==> src/rtl/arya_defs.sv <==
// +-----------------------------------------------------------------------+
// | Package     : arya_defs                                               |
// | Description : Shared datapath defaults and per-thread action register |
// |               map (thread n -> register 8n+7).                        |
// | Revision    : 1.0                                                     |
// +-----------------------------------------------------------------------+
`default_nettype none

package arya_defs;

    localparam int ARYA_DATAPATH_WIDTH     = 64;
    localparam int ARYA_REGFILE_ADDR_WIDTH = 5;
    localparam int ARYA_NUM_ACTIONS        = 4;
    localparam int ARYA_THREAD_BITS        = 2;

    // Thread n owns register 8n+7: the thread id lands in the upper bits, 3'b111 below.
    function automatic logic [ARYA_REGFILE_ADDR_WIDTH-1:0] action_reg_addr(
        input logic [ARYA_THREAD_BITS-1:0] thread
    );
        return {thread, 3'b111};
    endfunction

endpackage

`default_nettype wire

==> src/rtl/action_fifo.sv <==
// +-----------------------------------------------------------------------+
// | Module      : action_fifo                                             |
// | Description : Synchronous FIFO with head-of-queue read, occupancy     |
// |               count, full and empty flags.                            |
// | Revision    : 1.0                                                     |
// +-----------------------------------------------------------------------+
`default_nettype none

module action_fifo #(
    parameter int WIDTH = 6,
    parameter int DEPTH = 4
) (
    input  logic                     clk,
    input  logic                     rst,
    input  logic                     i_push,
    input  logic [WIDTH-1:0]         i_wdata,
    input  logic                     i_pop,
    output logic [WIDTH-1:0]         o_rdata,
    output logic                     o_full,
    output logic                     o_empty,
    output logic [$clog2(DEPTH):0]   o_count
);

    localparam int PW = $clog2(DEPTH);
    localparam int CW = PW + 1;

    logic [WIDTH-1:0] r_mem [DEPTH];
    logic [PW-1:0]    r_wr_ptr;
    logic [PW-1:0]    r_rd_ptr;
    logic [CW-1:0]    r_count;

    // Storage is cleared on reset so the head reads zero until the first push.
    always_ff @(posedge clk) begin
        if (rst) begin
            r_wr_ptr <= '0;
            r_rd_ptr <= '0;
            r_count  <= '0;
            for (int i = 0; i < DEPTH; i++) begin
                r_mem[i] <= '0;
            end
        end else begin
            if (i_push) begin
                r_mem[r_wr_ptr] <= i_wdata;
                r_wr_ptr        <= r_wr_ptr + 1'b1;
            end
            if (i_pop) begin
                r_rd_ptr <= r_rd_ptr + 1'b1;
            end
            case ({i_push, i_pop})
                2'b10:   r_count <= r_count + 1'b1;
                2'b01:   r_count <= r_count - 1'b1;
                default: r_count <= r_count;
            endcase
        end
    end

    assign o_rdata = r_mem[r_rd_ptr];
    assign o_full  = (r_count == CW'(DEPTH));
    assign o_empty = (r_count == '0);
    assign o_count = r_count;

endmodule

`default_nettype wire

==> src/rtl/action_wb_arbiter.sv <==
// +-----------------------------------------------------------------------+
// | Module      : action_wb_arbiter                                       |
// | Description : Merges pipeline writeback with queued per-thread action |
// |               updates; actions drain only on writeback-idle cycles.   |
// |               Optional starvation guard: ACTION_STARVE_GUARD_EN.      |
// | Revision    : 1.0                                                     |
// +-----------------------------------------------------------------------+
`default_nettype none

module action_wb_arbiter
    import arya_defs::*;
#(
    parameter int DATAPATH_WIDTH     = ARYA_DATAPATH_WIDTH,
    parameter int REGFILE_ADDR_WIDTH = ARYA_REGFILE_ADDR_WIDTH,
    parameter int NUM_ACTIONS        = ARYA_NUM_ACTIONS,
    parameter int THREAD_BITS        = ARYA_THREAD_BITS,
    parameter int ACT_FIFO_DEPTH     = 4
`ifdef ACTION_STARVE_GUARD_EN
    ,
    parameter int STARVE_LIMIT       = 8
`endif
) (
    input  logic                              clk,
    input  logic                              reset,
    input  logic                              wb_wen,
    input  logic [REGFILE_ADDR_WIDTH-1:0]     wb_addr,
    input  logic [DATAPATH_WIDTH-1:0]         wb_data,
    input  logic                              act_valid,
    output logic                              act_ready,
    input  logic [NUM_ACTIONS-1:0]            act_data,
    input  logic [THREAD_BITS-1:0]            act_thread,
    output logic                              rf_wena,
    output logic [REGFILE_ADDR_WIDTH-1:0]     rf_wr_addr,
    output logic [DATAPATH_WIDTH-1:0]         rf_wr_data,
    output logic                              rf_action_wen,
    output logic [NUM_ACTIONS-1:0]            rf_action_data,
    output logic [THREAD_BITS-1:0]            rf_action_thread,
    output logic [$clog2(ACT_FIFO_DEPTH):0]   act_count,
    output logic                              wb_stall
);

    localparam int EW = THREAD_BITS + NUM_ACTIONS;

    logic          w_push;
    logic          w_pop;
    logic          w_full;
    logic          w_empty;
    logic [EW-1:0] w_head;

    assign rf_wena    = wb_wen;
    assign rf_wr_addr = wb_addr;
    assign rf_wr_data = wb_data;

    // Full blocks acceptance even if a pop frees a slot this cycle.
    assign act_ready = !w_full;
    assign w_push    = act_valid && act_ready;
    assign w_pop     = !w_empty && !wb_wen;

    action_fifo #(
        .WIDTH (EW),
        .DEPTH (ACT_FIFO_DEPTH)
    ) u_action_fifo (
        .clk     (clk),
        .rst     (reset),
        .i_push  (w_push),
        .i_wdata ({act_thread, act_data}),
        .i_pop   (w_pop),
        .o_rdata (w_head),
        .o_full  (w_full),
        .o_empty (w_empty),
        .o_count (act_count)
    );

    assign rf_action_wen    = w_pop;
    assign rf_action_thread = w_head[EW-1 -: THREAD_BITS];
    assign rf_action_data   = w_head[NUM_ACTIONS-1:0];

`ifdef ACTION_STARVE_GUARD_EN
    localparam int SCW = $clog2(STARVE_LIMIT + 1);

    logic           w_blocked;
    logic [SCW-1:0] r_starve_cnt;
    logic           r_wb_stall;

    assign w_blocked = !w_empty && wb_wen;

    // Stall rises on the edge the counter reaches the limit and holds until a pop.
    always_ff @(posedge clk) begin
        if (reset) begin
            r_starve_cnt <= '0;
            r_wb_stall   <= 1'b0;
        end else begin
            if (w_pop || w_empty) begin
                r_starve_cnt <= '0;
            end else if (w_blocked && (r_starve_cnt != SCW'(STARVE_LIMIT))) begin
                r_starve_cnt <= r_starve_cnt + 1'b1;
            end
            if (w_pop) begin
                r_wb_stall <= 1'b0;
            end else if (w_blocked && (r_starve_cnt >= SCW'(STARVE_LIMIT - 1))) begin
                r_wb_stall <= 1'b1;
            end
        end
    end

    assign wb_stall = r_wb_stall;
`else
    assign wb_stall = 1'b0;
`endif

endmodule

`default_nettype wire

==> config.mk <==
export PLATFORM = sky130hd
export DESIGN_NAME = action_wb_arbiter
export DESIGN_NICKNAME = d
export VERILOG_FILES = /design/src/rtl/arya_defs.sv /design/src/rtl/action_fifo.sv /design/src/rtl/action_wb_arbiter.sv
export SDC_FILE = /design/constraint.sdc
export NUM_CORES = 1
export LEC_CHECK = 0
export CAP_MARGIN = 15
export CORE_MARGIN = 4
export CORE_UTILIZATION = 36
export DETAILED_ROUTE_END_ITERATION = 10
export PLACE_DENSITY = 0.86
export SYNTH_ARGS = -nofsm -noshare
export SYNTH_HDL_FRONTEND = slang
export SYNTH_SLANG_ARGS = --single-unit
export TNS_END_PERCENT = 30
==> constraint.sdc <==
create_clock -name clk -period 5.1 [get_ports clk]
set_input_delay 1.02 -clock clk [delete_from_list [all_inputs] [get_ports clk]]
set_output_delay 1.02 -clock clk [all_outputs]
set_load 0.1 [all_outputs]
==> results.toml, run 1 <==
[logic_synthesis]
yosysSeqAreaShare = 0.444
ys_ff_latch = 33
syn_nets = 265
yosys.area.top_type = "edfxtp_1"
synth_top_area_frac = 0.355
syn_avg_cell_area_um2 = 11.0
synth_area_um2 = 2030
netlist_top_cells_area = "edfxtp_1, buf_4, dfxtp_1, mux4_2, and2_1"
synthCells = 184
synth_warnings = 0
synth_cell_type_count = 27

[cts]
cts_made_buffers = 5
worstSkewPairLatency_ns = 0.27
cts_setup_buffers = 0
cts_hold_buf = 0
cts_tree = "built"
cts.sinks = 33
cts_root_buf = "clkbuf_8"
htreeDepth = 2
clockBufferDepth = 2
clk_pin_slew_ns = 0.06
cts.repair.resized = 0

[setup_path]
worstPathMaxFanout = 5
worstSetupStartpoint = "wb_wen"
worstSetupStartpointType = "input pin"
ff2ff_path_depth = 9
r2r_start = "u_action_fifo.o_count[2]$_SDFFE_PP0P_"
cp_slowest_stage_delay_ns = 1.15
r2r_setup_slack_ns = 2.73
rr_endpoint = "u_action_fifo.o_count[2]$_SDFFE_PP0P_"
crit_cells = 2
path_buf_inv = 2
crit_slowest_cell = "clkdlybuf4s50_1"
cp.arrival_ns = 2.70
required_ns = 4.08
cpMostUsedCell = "clkdlybuf4s50_1"
path_cells = "clkdlybuf4s50_1, clkdlybuf4s50_1"
end_kind = "output pin"
path_class = "input pin to output pin"
critical_path.top_delay_family = "buffers and inverters"

[sta]
relSlewSlack = 0.352
post-route-worst-setup-slack_ns = 1.38
hold_violations = 0
tightest_slew_ns = 0.969
min_period_ns = 3.72
max_freq_mhz = 269
period_share = 0.730
setup_viol_count_final = 0
rsz0062_at_grt = "no"
fin_skew_ns = 0.00316
report.final.slew_viol_count = 0
final.setup.tns_ns = 0

[detailed_routing]
via_per_inst = 4.58
routed_wl_mm = 2.95
initialDrtViolationCount = 31
dr.pass1.iters = 4
drt_drc_violations_left = 0
ant_nets = 0
via_count = 967
wl_per_cell_um = 14.0

[global_routing]
groute.usage.overall = 0.0862
grt_max_degree = 16
grt_pass1_vias = 981
antenna_found_initial = 0
grt_pass1_wl_mm = 4.71
globalRouteOverflowTotal = 0

[finish]
area_growth_pct = -8.20
layout_common_cells = "edfxtp_1, clkdlybuf4s50_1, and2_1, dfxtp_1"
layoutNonFillerInstCount = 211
fillers = 569
final_common_cell = "edfxtp_1"
antennaDiodeCount = 0
layout.nets = 219
drive_gt1_frac = 0.129

[power]
powerDensity_nw_per_um2 = 550
p_seq_frac = 0.360
switchingPower_w = 0.000467
worst_ir_drop_vdd_mv = 0.371
pwr-share-comb = 0.459
power.share.clock = 0.181
leakagePower_nw = 0.682
power_switching_share = 0.456
p_int_w = 0.000557

[hold_path]
hold_path_end = "u_action_fifo.r_rd_ptr[0]$_SDFFE_PP0P_"
holdPathStages = 2
hp-start = "u_action_fifo.r_rd_ptr[0]$_SDFFE_PP0P_"
holdCritPathClass = "flip-flop to flip-flop"

[job]
drv_cap = 0

[floorplanning]
ios = 161
die_h_um = 83.1
dieArea_um2 = 6900
std_cell_rows = 27
core_um2 = 5470
start_util = 0.371
die_w_um = 83.1

[place]
placedCellCount = 203
portBuffers = 21
pre_cts_slack_ns = 1.38
hpwl_mm = 2.19
gp_congestion = 0.664

[outcome]
outcome = "finished clean"
## routing by layer
layer	up-vias	track usage	routed length, um
met5	-	0	0
met4	0	0.0357	38
met3	7	0.0347	234
met2	41	0.141	1490
met1	463	0.0997	1180
li1	456	-	-
## worst max path at each step
stage / slack [ns] / end
after floorplan: 1.09 / u_action_fifo.o_count[2]$_SDFFE_PP0P_
after global placement: 1.38 / rf_wena
after detailed placement: 1.38 / rf_wena
after CTS: 1.37 / rf_wena
after global routing: 1.34 / rf_wena
final: 1.38 / rf_wena
## per-stage QoR
step	util	cell area, um2	hold WS (ns)	power, W
6_report	0.340	1860	0.531	0.00102
5_1_grt	0.340	1860	0.580	0.00107
4_1_cts	0.340	1860	0.536	0.00104
3_5_place_dp	0.325	1780	0.526	0.000848
3_3_place_gp	0.325	1780	0.505	0.000839
2_1_floorplan	-	2030	0.488	0.00100
## flip-flops by register name, indices dropped and copies added (netlist names), named ones only
name	cells
u_action_fifo.o_count	3
u_action_fifo.r_wr_ptr	2
u_action_fifo.r_mem	24
u_action_fifo.r_rd_ptr	2
## final cells by class
type / count / area (um2) / area share
clock inverters: 2 / 10.0 / 0.00538
inverters: 7 / 26.3 / 0.0141
repair buffers: 21 / 208 / 0.112
multi-input cells: 70 / 554 / 0.298
flip-flops and latches: 33 / 901 / 0.484
well taps: 72 / 90.1 / 0.0484
clock buffers: 6 / 72.6 / 0.0390
## power groups by stage
| stage | logic, W | registers (W) | clock network [W] |
|---|---|---|---|
| detailed placement | 0.000473 | 0.000375 | 0 |
| global placement | 0.000465 | 0.000374 | 0 |
| finish | 0.000470 | 0.000369 | 0.000185 |
| global route | 0.000494 | 0.000376 | 0.000202 |
| floorplan | 0.000574 | 0.000430 | 0 |
| CTS | 0.000474 | 0.000369 | 0.000192 |
## synth_stat cells
library cell	number
buf_4	71
edfxtp_1	24
and2_1	18
dfxtp_1	9
inv_1	7
nor2_1	7
a21oi_1	6
and3_1	6
mux4_2	6
o21ai_0	5
or3_1	4
buf_2	2
nand2_1	2
nor3_1	2
nor4_2	2
xor2_1	2
a21o_1	1
a31o_1	1
clkbuf_1	1
conb_1	1
fa_1	1
ha_1	1
mux2_2	1
nand2b_1	1
nor2b_1	1
nor3b_1	1
nor3b_4	1
## cell families (layout without fill, tap and decap cells)
family                     after synthesis  in the layout  synth area share
buffers and inverters                   81             36             0.283
and+or+nand+nor                         45             45             0.139
DFF                                     33             33             0.444
AOI/OAI and AO/OA                       13             13            0.0352
muxes                                    7              7            0.0722
adders and majority gates                2              2            0.0160
xor gates and xnor gates                 2              2           0.00864
other                                    1              1           0.00185
Note: power is estimated with default switching activity, not from simulation.
==> run 2, diff against run 1 <==
--- a/config.mk
+++ b/config.mk
@@ -7,9 +7,9 @@
 export LEC_CHECK = 0
 export CAP_MARGIN = 15
 export CORE_MARGIN = 4
-export CORE_UTILIZATION = 36
+export CORE_UTILIZATION = 33
 export DETAILED_ROUTE_END_ITERATION = 10
-export PLACE_DENSITY = 0.86
+export PLACE_DENSITY = 0.79
 export SYNTH_ARGS = -nofsm -noshare
 export SYNTH_HDL_FRONTEND = slang
 export SYNTH_SLANG_ARGS = --single-unit
==> constraint.sdc (replaced) <==
create_clock -name clk -period 3.6 [get_ports clk]
set_input_delay 0.72 -clock clk [delete_from_list [all_inputs] [get_ports clk]]
set_output_delay 0.72 -clock clk [all_outputs]
set_load 0.1 [all_outputs]
==> run 2 against run 1 <==
Compared with the run above: clock power is 43% higher; wire length is 15% higher; cell count is 2.4% higher; register-to-register slack worse by 1.5 ns; global-route usage is 0.74 points higher; clock skew is 0.0014 ns higher; clock-buffer cell count stayed put; via count is 3.9% higher; total power is 42% higher; first-iteration DRC count stayed put; setup slack worse by 0.62 ns; critical endpoint is now act_ready.
==> results.toml, run 2 (same netlist as run 1, synthesis figures left out) <==
[outcome]
outcome = "finished clean"

[setup_path]
required_ns = 2.88
critical_path.top_delay_family = "buffers and inverters"
cp_slowest_stage_delay_ns = 0.98
worstPathMaxFanout = 9
path_class = "flip-flop to output pin"
path_cells = "nor3b_4, inv_1, clkdlybuf4s50_1"
crit_slowest_cell = "clkdlybuf4s50_1"
worstSetupStartpointType = "flip-flop"
cp.arrival_ns = 2.12
path_buf_inv = 2
end_kind = "output pin"

[finish]
largest-register = "u_action_fifo.r_mem"
drive_gt1_frac = 0.206
final_common_cell = "edfxtp_1"
antennaDiodeCount = 0
layoutNonFillerInstCount = 216
area_growth_pct = -8.14
layout.nets = 221
layout_common_cells = "edfxtp_1, and2_1, clkdlybuf4s50_1, buf_4, dfxtp_1"
fillers = 610
largest_register_ffs = 24

[sta]
tightest_slew_ns = 0.980
min_period_ns = 2.84
period_share = 0.790
fin_skew_ns = 0.00460
report.final.slew_viol_count = 0
rsz0062_at_grt = "no"
hold_violations = 0
max_freq_mhz = 352
relSlewSlack = 0.345
whs_ns = 0.526
setup_viol_count_final = 0
final.setup.tns_ns = 0

[floorplanning]
std_cell_rows = 28
die_h_um = 86.4
die_w_um = 86.4
start_util = 0.341
core_um2 = 5960
ios = 161
dieArea_um2 = 7460

[cts]
cts_root_buf = "clkbuf_8"
clockBufferDepth = 2
clk_pin_slew_ns = 0.07
cts_tree = "built"
worstSkewPairLatency_ns = 0.28
cts_hold_buf = 0
cts_made_buffers = 5
cts_setup_buffers = 0
cts.sinks = 33
htreeDepth = 2
cts.repair.resized = 0

[power]
leakagePower_nw = 0.702
powerDensity_nw_per_um2 = 783
worst_ir_drop_vdd_mv = 0.464

[global_routing]
grt_max_degree = 16
groute.usage.overall = 0.0936
grt_pass1_vias = 1072
antenna_found_initial = 0
globalRouteOverflowTotal = 0
grt_pass1_wl_mm = 5.31

[detailed_routing]
wl_per_cell_um = 15.6
drt_drc_violations_left = 0
ant_nets = 0
dr.pass1.iters = 4
routed_wl_mm = 3.38
initialDrtViolationCount = 31
via_count = 1005
via_per_inst = 4.65

[place]
hpwl_mm = 2.46
placedCellCount = 208
portBuffers = 21
gp_congestion = 0.717

[job]
drv_cap = 0

[hold_path]
holdCritPathClass = "flip-flop to flip-flop"
run 2: layout make-up:
class                           count  area, um2  share of cell area
Inverter                            7       26.3              0.0141
Clock buffer                        6       72.6              0.0390
Timing Repair Buffer               23        203               0.109
Clock inverter                      2       10.0             0.00537
Sequential cell                    33        901               0.484
Multi-Input combinational cell     70        557               0.299
Tap cell                           75       93.8              0.0504
run 2: tightest hold or removal path, delay by kind of cell, from the launching register on:
family             cells  cell delay (ns)
AOI/OAI and AO/OA      2             0.17
DFF                    1             0.31
run 2: final timing paths:
kind	startpoint	slack, ns	end	cells past startpoint
max	u_action_fifo.o_count[2]$_SDFFE_PP0P_	0.76	act_ready	3
min	u_action_fifo.r_rd_ptr[0]$_SDFFE_PP0P_	0.53	u_action_fifo.r_rd_ptr[0]$_SDFFE_PP0P_	2
max reg2reg	u_action_fifo.o_count[2]$_SDFFE_PP0P_	1.27	u_action_fifo.o_count[2]$_SDFFE_PP0P_	9
min reg2reg	u_action_fifo.r_rd_ptr[0]$_SDFFE_PP0P_	0.53	u_action_fifo.r_rd_ptr[0]$_SDFFE_PP0P_	2
run 2: power by group:
part / switching, W / total, W / internal (W)
clock: 0.000131 / 0.000264 / 0.000134
combinational: 0.000489 / 0.000669 / 0.000180
sequential: 0.0000563 / 0.000525 / 0.000469
total: 0.000676 / 0.00146 / 0.000782
run 2: routing by layer:
layer / vias up / GRT usage / share of wire
li1: 459 / - / -
met1: 481 / 0.104 / 0.40
met2: 50 / 0.148 / 0.48
met3: 15 / 0.0494 / 0.095
met4: 0 / 0.0425 / 0.022
met5: - / 0 / 0
run 2: through the flow:
| step | setup slack (ns) | area, um2 | util | power (W) |
|---|---|---|---|---|
| global placement | 0.896 | 1780 | 0.299 | 0.00119 |
| floorplan | 0.104 | 2030 | - | 0.00143 |
| CTS | 0.745 | 1860 | 0.313 | 0.00147 |
| detailed placement | 0.833 | 1780 | 0.299 | 0.00121 |
| finish | 0.756 | 1860 | 0.313 | 0.00146 |
| global route | 0.637 | 1860 | 0.313 | 0.00153 |
